--- config.mk ---
export PLATFORM = sky130hd
export DESIGN_NAME = zx_video_gen
export DESIGN_NICKNAME = d
export VERILOG_FILES = /design/src/rtl/zx_video_gen.sv
export SDC_FILE = /design/constraint.sdc
export NUM_CORES = 1
export LEC_CHECK = 0
export ABC_AREA = 1
export CORE_ASPECT_RATIO = 0.9
export CORE_MARGIN = 1
export CORE_UTILIZATION = 59
export CTS_CLUSTER_SIZE = 14
export DETAILED_ROUTE_END_ITERATION = 6
export MAX_ROUTING_LAYER = met4
export PLACE_DENSITY = 0.89
export SLEW_MARGIN = 10
export SYNTH_ARGS = -nofsm -noshare
export SYNTH_HDL_FRONTEND = slang
export SYNTH_SLANG_ARGS = --single-unit
export TNS_END_PERCENT = 5
--- constraint.sdc ---
create_clock -name clk -period 2.25 [get_ports clk]
set_input_delay 0.225 -clock clk [delete_from_list [all_inputs] [get_ports clk]]
set_output_delay 0.225 -clock clk [all_outputs]
set_load 0.02 [all_outputs]
--- src/rtl/zx_video_gen.sv ---
// zx_video_gen -- ZX Spectrum display generator with VGA-style timing.
//
// Produces sync/enable timing from free-running pixel/line counters, fetches
// bitmap and attribute bytes for each 8-pixel cell from a screen RAM with a
// one-cycle registered read port, and renders ink/paper/bright/flash colour
// inside a SCALE-replicated 256x192 paper area surrounded by a border.
//
// Ports:
//   clk, reset_n          pixel clock, asynchronous active-low reset
//   border_color[2:0]     border colour {G,R,B}, sampled every clock
//   vid_addr[12:0]        screen RAM byte address (0 = 0x4000)
//   vid_rd                read strobe; vid_data valid the following cycle
//   vid_data[7:0]         screen RAM read data
//   vga_r/g/b             colour outputs, COLOR_BITS each
//   vga_hs, vga_vs        active-low syncs
//   vga_de                display enable
//   frame_irq             one-clock pulse per frame (also advances flash)
//
// Build option: define SCANLINES_EN to halve the colour level on odd lines.
//
// Constraints: HB=(H_ACTIVE-256*SCALE)/2 must be >= 4 (the first cell fetch
// begins 4 clocks before the paper area) and VB=(V_ACTIVE-192*SCALE)/2 >= 0.

module zx_video_gen #(
   parameter int H_ACTIVE     = 640,
   parameter int H_FP         = 16,
   parameter int H_SYNC       = 96,
   parameter int H_BP         = 48,
   parameter int V_ACTIVE     = 480,
   parameter int V_FP         = 11,
   parameter int V_SYNC       = 2,
   parameter int V_BP         = 31,
   parameter int SCALE        = 2,
   parameter int FLASH_FRAMES = 16,
   parameter int COLOR_BITS   = 4
) (
   input  logic                  clk,
   input  logic                  reset_n,
   input  logic [2:0]            border_color,
   output logic [12:0]           vid_addr,
   output logic                  vid_rd,
   input  logic [7:0]            vid_data,
   output logic [COLOR_BITS-1:0] vga_r,
   output logic [COLOR_BITS-1:0] vga_g,
   output logic [COLOR_BITS-1:0] vga_b,
   output logic                  vga_hs,
   output logic                  vga_vs,
   output logic                  vga_de,
   output logic                  frame_irq
);

   localparam int HT  = H_ACTIVE + H_FP + H_SYNC + H_BP;
   localparam int VT  = V_ACTIVE + V_FP + V_SYNC + V_BP;
   localparam int HB  = (H_ACTIVE - 256 * SCALE) / 2;
   localparam int VB  = (V_ACTIVE - 192 * SCALE) / 2;
   localparam int HCW = $clog2(HT);
   localparam int VCW = $clog2(VT);
   localparam int CPW = $clog2(8 * SCALE);
   localparam int FCW = (FLASH_FRAMES > 1) ? $clog2(FLASH_FRAMES) : 1;

   localparam logic [HCW-1:0] H_LAST   = HCW'(HT - 1);
   localparam logic [HCW-1:0] H_ACT    = HCW'(H_ACTIVE);
   localparam logic [HCW-1:0] HS_BEG   = HCW'(H_ACTIVE + H_FP);
   localparam logic [HCW-1:0] HS_END   = HCW'(H_ACTIVE + H_FP + H_SYNC);
   localparam logic [HCW-1:0] PX_BEG   = HCW'(HB);
   localparam logic [HCW-1:0] PX_END   = HCW'(HB + 256 * SCALE);
   localparam logic [HCW-1:0] FETCH0   = HCW'(HB - 4);
   localparam logic [VCW-1:0] V_LAST   = VCW'(VT - 1);
   localparam logic [VCW-1:0] V_ACT    = VCW'(V_ACTIVE);
   localparam logic [VCW-1:0] VS_BEG   = VCW'(V_ACTIVE + V_FP);
   localparam logic [VCW-1:0] VS_END   = VCW'(V_ACTIVE + V_FP + V_SYNC);
   localparam logic [VCW-1:0] PY_BEG   = VCW'(VB);
   localparam logic [VCW-1:0] PY_END   = VCW'(VB + 192 * SCALE);
   localparam logic [CPW-1:0] CP_LAST  = CPW'(8 * SCALE - 1);
   localparam logic [1:0]     SUB_LAST = 2'(SCALE - 1);
   localparam logic [FCW-1:0] FF_LAST  = FCW'(FLASH_FRAMES - 1);

   // Counter state and its next value. Fetch strobes and frame_irq are
   // registered from the next-state values so they line up with the counter
   // state itself; video outputs are registered from the current state and so
   // lag it by one clock.
   logic [HCW-1:0] hc, hc_n;
   logic [VCW-1:0] vc, vc_n;
   logic           hwrap;
   logic [7:0]     y, y_n;          // paper row, valid on paper lines
   logic [1:0]     ysub, ysub_n;    // line replication phase
   logic           fa, fa_n;        // inside the per-line fetch window
   logic [CPW-1:0] cp, cp_n;        // clock within cell, 0 = cell start - 4
   logic [4:0]     n, n_n;          // cell index
   logic           pl, pl_n;        // paper line

   logic [7:0]     bm_hold, at_hold;
   logic [7:0]     sh, at;
   logic [1:0]     ps;              // pixel replication phase
   logic [FCW-1:0] fc;
   logic           phase;

   assign hwrap = (hc == H_LAST);
   assign pl    = (vc >= PY_BEG) && (vc < PY_END);
   assign pl_n  = (vc_n >= PY_BEG) && (vc_n < PY_END);

   always_comb begin
      hc_n   = hwrap ? '0 : hc + 1'b1;
      vc_n   = vc;
      y_n    = y;
      ysub_n = ysub;
      if (hwrap) begin
         vc_n = (vc == V_LAST) ? '0 : vc + 1'b1;
         if (vc_n == PY_BEG) begin
            y_n    = '0;
            ysub_n = '0;
         end else if (ysub == SUB_LAST) begin
            ysub_n = '0;
            y_n    = y + 1'b1;
         end else begin
            ysub_n = ysub + 1'b1;
         end
      end
   end

   // Fetch window: 32 cells of 8*SCALE clocks starting 4 clocks ahead of
   // the paper area.
   always_comb begin
      fa_n = fa;
      cp_n = cp;
      n_n  = n;
      if (hc_n == FETCH0) begin
         fa_n = 1'b1;
         cp_n = '0;
         n_n  = '0;
      end else if (fa) begin
         if (cp == CP_LAST) begin
            cp_n = '0;
            n_n  = n + 1'b1;
            if (n == 5'd31) fa_n = 1'b0;
         end else begin
            cp_n = cp + 1'b1;
         end
      end
   end

   logic        rd_n;
   logic [12:0] addr_n;
   logic        irq_n;

   always_comb begin
      rd_n   = fa_n && pl_n && (cp_n == CPW'(0) || cp_n == CPW'(1));
      addr_n = (cp_n == CPW'(0)) ? {y_n[7:6], y_n[2:0], y_n[5:3], n_n}
                                 : {3'b110, y_n[7:3], n_n};
      irq_n  = (vc_n == VS_BEG) && (hc_n == '0);
   end

   // Colour decode from current state.
   function automatic logic [COLOR_BITS-1:0] lvl(input logic on, input logic bright);
      logic [COLOR_BITS-1:0] full;
      full = '1;
      if (!on) return '0;
      return bright ? full : ~(full >> 2);
   endfunction

   logic       de_c, paper_c, hs_c, vs_c;
   logic [2:0] cidx;
   logic [COLOR_BITS-1:0] r_c, g_c, b_c;

   always_comb begin
      de_c    = (hc < H_ACT) && (vc < V_ACT);
      paper_c = (hc >= PX_BEG) && (hc < PX_END) && pl;
      hs_c    = !((hc >= HS_BEG) && (hc < HS_END));
      vs_c    = !((vc >= VS_BEG) && (vc < VS_END));
      // Pixel XOR flash-swap picks ink (1) or paper (0).
      cidx    = (sh[7] ^ (at[7] & phase)) ? at[2:0] : at[5:3];
      r_c = '0;
      g_c = '0;
      b_c = '0;
      if (de_c) begin
         if (paper_c) begin
            g_c = lvl(cidx[2], at[6]);
            r_c = lvl(cidx[1], at[6]);
            b_c = lvl(cidx[0], at[6]);
         end else begin
            g_c = lvl(border_color[2], 1'b0);
            r_c = lvl(border_color[1], 1'b0);
            b_c = lvl(border_color[0], 1'b0);
         end
      end
`ifdef SCANLINES_EN
      if (vc[0]) begin
         r_c = r_c >> 1;
         g_c = g_c >> 1;
         b_c = b_c >> 1;
      end
`endif
   end

   always_ff @(posedge clk or negedge reset_n) begin
      if (!reset_n) begin
         hc        <= '0;
         vc        <= '0;
         y         <= '0;
         ysub      <= '0;
         fa        <= 1'b0;
         cp        <= '0;
         n         <= '0;
         bm_hold   <= '0;
         at_hold   <= '0;
         sh        <= '0;
         at        <= '0;
         ps        <= '0;
         fc        <= '0;
         phase     <= 1'b0;
         vid_rd    <= 1'b0;
         vid_addr  <= '0;
         frame_irq <= 1'b0;
         vga_r     <= '0;
         vga_g     <= '0;
         vga_b     <= '0;
         vga_hs    <= 1'b1;
         vga_vs    <= 1'b1;
         vga_de    <= 1'b0;
      end else begin
         hc   <= hc_n;
         vc   <= vc_n;
         y    <= y_n;
         ysub <= ysub_n;
         fa   <= fa_n;
         cp   <= cp_n;
         n    <= n_n;

         vid_rd <= rd_n;
         if (rd_n) vid_addr <= addr_n;

         // Read data arrives one clock after each strobe.
         if (fa && pl && cp == CPW'(1)) bm_hold <= vid_data;
         if (fa && pl && cp == CPW'(2)) at_hold <= vid_data;

         // Load on the clock before cell start so pixel 0 is ready at cs.
         if (fa && pl && cp == CPW'(3)) begin
            sh <= bm_hold;
            at <= at_hold;
            ps <= '0;
         end else if (ps == SUB_LAST) begin
            ps <= '0;
            sh <= {sh[6:0], 1'b0};
         end else begin
            ps <= ps + 1'b1;
         end

         frame_irq <= irq_n;
         if (irq_n) begin
            if (fc == FF_LAST) begin
               fc    <= '0;
               phase <= ~phase;
            end else begin
               fc <= fc + 1'b1;
            end
         end

         vga_r  <= r_c;
         vga_g  <= g_c;
         vga_b  <= b_c;
         vga_hs <= hs_c;
         vga_vs <= vs_c;
         vga_de <= de_c;
      end
   end

endmodule
# ---- Word level (Yosys, flattened, before mapping)
# Index checks and enable logic that the tools add are counted.
dict set report word_totals {
  regBits 109
  in_bits 13
  word_cells 143
  output_inout_bits 30
}
dict set report op_classes {
  addsub 8
  n_mux 62
  reduce_logical 21
  magnitude_cmp 12
  n_eq_ne 14
  n_bitwise 3
}
# cell n
set ops {}
lappend ops {{2-to-1 mux 4 bit} 22}
lappend ops {{< comparator 10 x 9 -> 1 bit, second input constant} 4}
lappend ops {{2-to-1 mux 8 bit} 5}
lappend ops {{< comparator 10 bit, second input constant} 3}
lappend ops {{2-to-1 mux 10 bit} 3}
lappend ops {{2-to-1 mux 1 bit} 22}
lappend ops {{adder 10 x 1 -> 10 bit, second input constant} 2}
lappend ops {{equality test 10 bit, second input constant} 2}
lappend ops {{equality test 10 x 6 -> 1 bit, second input constant} 2}
lappend ops {{greater-or-equal comparator 10 x 6 -> 1 bit, second input constant} 2}
lappend ops {{2-to-1 mux 5 bit} 3}
lappend ops {{logical AND 1 bit} 14}
lappend ops {{2-to-1 mux 13 bit} 1}
lappend ops {{equality test 10 x 9 -> 1 bit, second input constant} 1}
lappend ops {{greater-or-equal comparator 10 bit, second input constant} 1}
lappend ops {{greater-or-equal comparator 10 x 7 -> 1 bit, second input constant} 1}
lappend ops {{greater-or-equal comparator 10 x 9 -> 1 bit, second input constant} 1}
lappend ops {{zero test 10 bit} 1}
lappend ops {{2-to-1 mux 2 bit} 5}
lappend ops {{adder 4 x 1 -> 4 bit, second input constant} 2}
lappend ops {{adder 8 x 1 -> 8 bit, second input constant} 1}
lappend ops {{equality test 4 x 1 -> 1 bit, second input constant} 2}
lappend ops {{equality test 4 x 2 -> 1 bit, second input constant} 2}
lappend ops {{equality test 4 bit, second input constant} 2}
lappend ops {{other kinds (13)} 16}

# ---- Logic depth before layout (Yosys ltp)
dict set report logic_depth {
  word_depth 9
  mapped_depth 17
  ltp_nobuf 16
}

# ---- Worst setup path after synthesis
# Ideal clock, no wire load.
dict set report synth_timing {
  path_type {register -> register}
  start {reg hc[1]}
  end {reg vid_addr[10]}
  path_buffers 1
  required_time_ns 2.133
  period_less_slack_ns 2.008
  arrival_time_ns 1.891
  setup_ns 0.117
  path_stages_with_launch 15
  path_slack_ns 0.242
  cell_sequence {dfrtp_1 ha_1 nand3_1 nor2_1 nand2_2 nand3_1 nor2_2 nand4_2 o21ai_2 nand2_2 inv_1 nand2_2 buf_6 nand2_1 nand2_1}
}
dict set report synth_between {
  elab_chain_len 7
  word_cells_on_any_way 17
  cone_classes {add/sub (1); order compare (2); eq/ne (3); mux (6); reduce/logical (5)}
}
# element line_no
set synth_lines {}
lappend synth_lines {{start, declared} 82} ;# logic [HCW-1:0] hc, hc_n;
lappend synth_lines {{start signal, assigned} 221} ;# hc <= hc_n;
lappend synth_lines {{adder 10 x 1 -> 10 bit / equality test 10 bit (equally long branches)} {103, 98}}
lappend synth_lines {{2-to-1 mux 10 bit} 103} ;# hc_n = hwrap ? '0 : hc + 1'b1;
lappend synth_lines {{equality test 10 x 6 -> 1 bit} 127} ;# if (hc_n == FETCH0) begin
lappend synth_lines {{2-to-1 mux 4 bit} 127}
lappend synth_lines {{equality test 4 x 1 -> 1 bit / zero test 4 bit (equally long branches)} {147, 148}}
lappend synth_lines {{logical OR 1 bit} 147} ;# rd_n = fa_n && pl_n && (cp_n == CPW'(0) || cp_n == CPW'(1));
lappend synth_lines {{logical AND 1 bit} 147}
lappend synth_lines {{end signal, assigned} 230} ;# if (rd_n) vid_addr <= addr_n;
lappend synth_lines {{end, declared} 40} ;# output logic [12:0] vid_addr,
# Parallel ways exist; a longest one is shown, timed or not.
# A chain may end at the register's enable or synchronous reset.

# ---- Final worst setup path
dict set report layout_timing {
  start {reg hc[0]}
  end {reg vid_addr[8]}
}
dict set report layout_between {
  word_cells_on_any_way 17
  cone_classes {add/sub (1); order compare (2); eq/ne (3); mux (6); reduce/logical (5)}
}
# element line_no
set layout_rtl {}
lappend layout_rtl {{equality test 10 bit *} 98} ;# assign hwrap = (hc == H_LAST);
lappend layout_rtl {{2-to-1 mux 10 bit *} 107} ;# if (hwrap) begin
lappend layout_rtl {{via vc_n[5]} 83} ;# logic [VCW-1:0] vc, vc_n;
lappend layout_rtl {{greater-or-equal comparator 10 x 6 -> 1 bit / < comparator 10 x 9 -> 1 bit (equally long branches)} 100} ;# assign pl_n = (vc_n >= PY_BEG) && (vc_n < PY_END);
lappend layout_rtl {{logical AND 1 bit *} 100}
lappend layout_rtl {{logical AND 1 bit * (2 in series)} 147}
# The timed path passes the listed nets; every way through them passes the cells marked *.

==> impl_metrics.yaml <==
logic_synthesis:
  synth_area_per_cell_um2: 7.87
  ys_top_cells_by_count: "208 x nand2_1, 101 x dfrtp_1, 90 x inv_1, 68 x nor2_1, 39 x nand3_1"
  yosysSeqAreaShare_pct: 47.6
  synth.distinct_cells: 40
  synth.area.top_cells: "dfrtp_1 47%, nand2_1 14%, inv_1 6.2%"
  ys_ff_latch: 103
  async_flop_share_pct: 100
  yosysTopAreaCell: "dfrtp_1"
  synth_edf_count: 0
  yosysWarningCount: 0
  yosys.area.top_type_share_pct: 46.7
  ys.flop_type: "dfrtp_1"
  synthCells: 688
  synth_area_um2: 5420
  syn-num-nets: 715
  synth_most_common_cell: "nand2_1"
final_layout:
  drive_gt1_share_pct: 11.3
  finalCoreUtilization_pct: 72.5
  nets: 775
  fillers: 689
  final_area_um2: 6330
  syn_to_final_growth_pct: 16.8
  multiInputGateArea_um2: 2390
  n_antenna_cell: 0
  final-seq-area_um2: 2580
worst_hold_path:
  hp-class: "input port to register"
  hold_path_end: "at_hold[1]"
  hold_path_depth: 3
  hold_start: "vid_data[1]"
critical_path:
  rr_worst_depth: 16
  crit_family: "simple AND/OR/NAND/NOR gates"
  critical-path-max-stage-delay_ns: 0.40
  critPathMaxFanout: 7
  cp.required_ns: 2.59
  crit_path_end_kind: "register"
  r2r-end: "vid_addr[8]"
  worstSetupStartpointType: "register"
  critical_path_class: "register to register"
  r2r_start: "hc[0]"
  crit_buf_inv: 2
  reg2reg_slack_ns: 0.009
  crit_arrival_ns: 2.58
  crit_slowest_cell: "dfrtp_1"
  crit_top_cell: "nand2_1"
  critical_path.cell_chain: "ha_1, nand3_1, nor2_2, nand2_2, buf_4, nand2_1, nand2_2, nand2_1, nand2_1, nor2_1, nor2_1, nand2_2, nor2_4, buf_4, nand3_1, nand2_1"
timing:
  grt_setup_unrepaired: "true"
  worst_slew_pin_slew_ns: 0.794
  finalMaxSlewViolations: 0
  whs_ns: 0.395
  setup_viol: 0
  final.period_utilization_pct: 99.6
  fin_tns_setup_ns: 0
  maxClockFrequency_mhz: 446
  fin_crit_ns: 2.24
  slew_headroom_pct: 47.1
  final-hold-violation-count: 0
  layout_setup_ws_ns: 0.00860
  fin_skew_ns: 0.00964
drt:
  ant_nets: 0
  wl_per_cell_um: 13.5
  drt_iter0_drc: 265
  wl_um: 11800
  first_pass_iters: 5
  vias_per_cell: 5.28
  drc: 0
  vias: 4607
global_routing:
  antenna_found_initial: 0
  grt_start_max_net_pins: 61
  grt_use_total_pct: 27.9
  grt_pass1_wl_um: 19900
  grt_pass1_vias: 4376
  grt_overflow: 0
flow_run:
  cap_violations: 0
place:
  gp_congestion: 0.885
  dp_slack_ns: -0.0438
  hpwl_um: 8550
  postPlaceCellArea_um2: 6010
  port_buffers: 42
status:
  outcome: "completed"
die:
  design.core.area_um2: 8730
  core.rowCount: 32
  dieArea_um2: 9570
  die_h_um: 92.9
  ios: 43
  fp.dieW_um: 103
  initial_core_util_pct: 62.1
cts:
  cts_sinks: 103
  tritoncts: "yes"
  cts_made_buffers: 9
  cts-root-buf: "clkbuf_8"
  htreeDepth: 3
  clockBufferDepth: 2
  clk_latency_ns: 0.39
  clk_pin_slew_ns: 0.11
pwr:
  p_leak_nw: 3.28
  p_per_area_nw_per_um2: 510
  vdd_ir_drop_max_mv: 0.305
==> cells by family (layout without fill, tap and decap cells) <==
group / Yosys count / count (layout) / synth area share (%)
muxes: 3 / 3 / 0.554
xor gates and xnor gates: 10 / 10 / 1.62
buffers and inverters: 111 / 176 / 8.73
AOI/OAI and AO/OA: 54 / 54 / 5.87
DFF: 103 / 103 / 47.6
adders and majority gates: 14 / 14 / 3.23
and+or+nand+nor: 393 / 393 / 32.4
==> tightest hold or removal path, delay by kind of cell <==
family	cells	cell delay, ns
compound gates	1	0.08
buf+inv	2	0.45
==> metrics by stage <==
step,power (W),cells
after floorplan,0.00191,688
after detailed placement,0.00198,850
after global routing,0.00332,872
after CTS,0.00325,870
after global placement,0.00198,850
final,0.00323,872
==> per-layer routing <==
metal	wire, um	global-route usage, %	up-vias
li1	-	-	2280
met1	5180	36.5	2147
met2	5740	44.7	155
met3	691	5.58	25
met4	186	6.81	0
met5	0	-	-
==> state kept, by name (all words and copies together) (netlist names), 2 cells and up <==
signal and flops:
y 8, ps 2, vc 10, ysub 2, at_hold 8, fc 4
vga_g 2, cp 4, sh 8, at 8, vid_addr 13, n 5
bm_hold 8, vga_r 2, vga_b 2, hc 10
==> area by class of cell <==
type	count	share of cell area, %
inverters	94	5.63
flip-flops and latches	103	40.8
clock inverters	7	1.54
well taps	119	2.35
multi-input cells	474	37.8
repair buffers	66	9.94
clock buffers	9	1.96
==> placed cells by master (no fill, tap or decap), types with 2 or more instances in the layout <==
cell and count:
buf_12 2, nand4_1 18, inv_6 4, or2_2 4, ha_1 13, nor2_4 4, nand2_2 7, nand3_1 38
nand3b_1 2, nor2_1 67, buf_4 21, and2_1 2, xor2_1 8, clkinv_8 2, o21ai_2 6, inv_1 90
dfrtp_1 101, inv_2 2, nand3_2 6, nor2_2 5, mux2i_1 3, clkbuf_8 9, nand2_1 208, o21ai_0 24
a21oi_1 11, dfstp_2 2, o21ai_1 6, nor3_1 24, clkdlybuf4s50_1 41, o211ai_1 2, xnor2_1 2
==> where the power goes <==
part / switching, W / total (W) / internal, W
combinational: 0.0000531 / 0.0000867 / 0.0000336
sequential: 0.00000159 / 0.00185 / 0.00185
clock: 0.000736 / 0.00128 / 0.000549
total: 0.000790 / 0.00323 / 0.00244
==> how the worst max path moves through the flow <==
| stage | start | to | slack (ns) | depth (start not counted) |
|---|---|---|---|---|
| 5_1_grt | hc[0] | fc[2] | -0.16 | 14 |
| 6_report | hc[0] | vid_addr[8] | 0.009 | 16 |
| 4_1_cts | hc[0] | vid_addr[8] | -0.03 | 13 |
| 3_3_place_gp | hc[0] | vid_addr[9] | 0.04 | 12 |
| 3_5_place_dp | hc[0] | vid_addr[9] | -0.04 | 13 |
| 2_1_floorplan | hc[1] | vid_addr[10] | 0.24 | 14 |
==> timing repair <==
action,in CTS,in global routing
pin swaps,1,3
endpoints found under the setup margin,13,33
setup buffers,3,2
hold endpoints to repair,57,0
hold buffers,1,0
resized for setup,1,8
No activity file was read; power rests on OpenSTA's default activity.
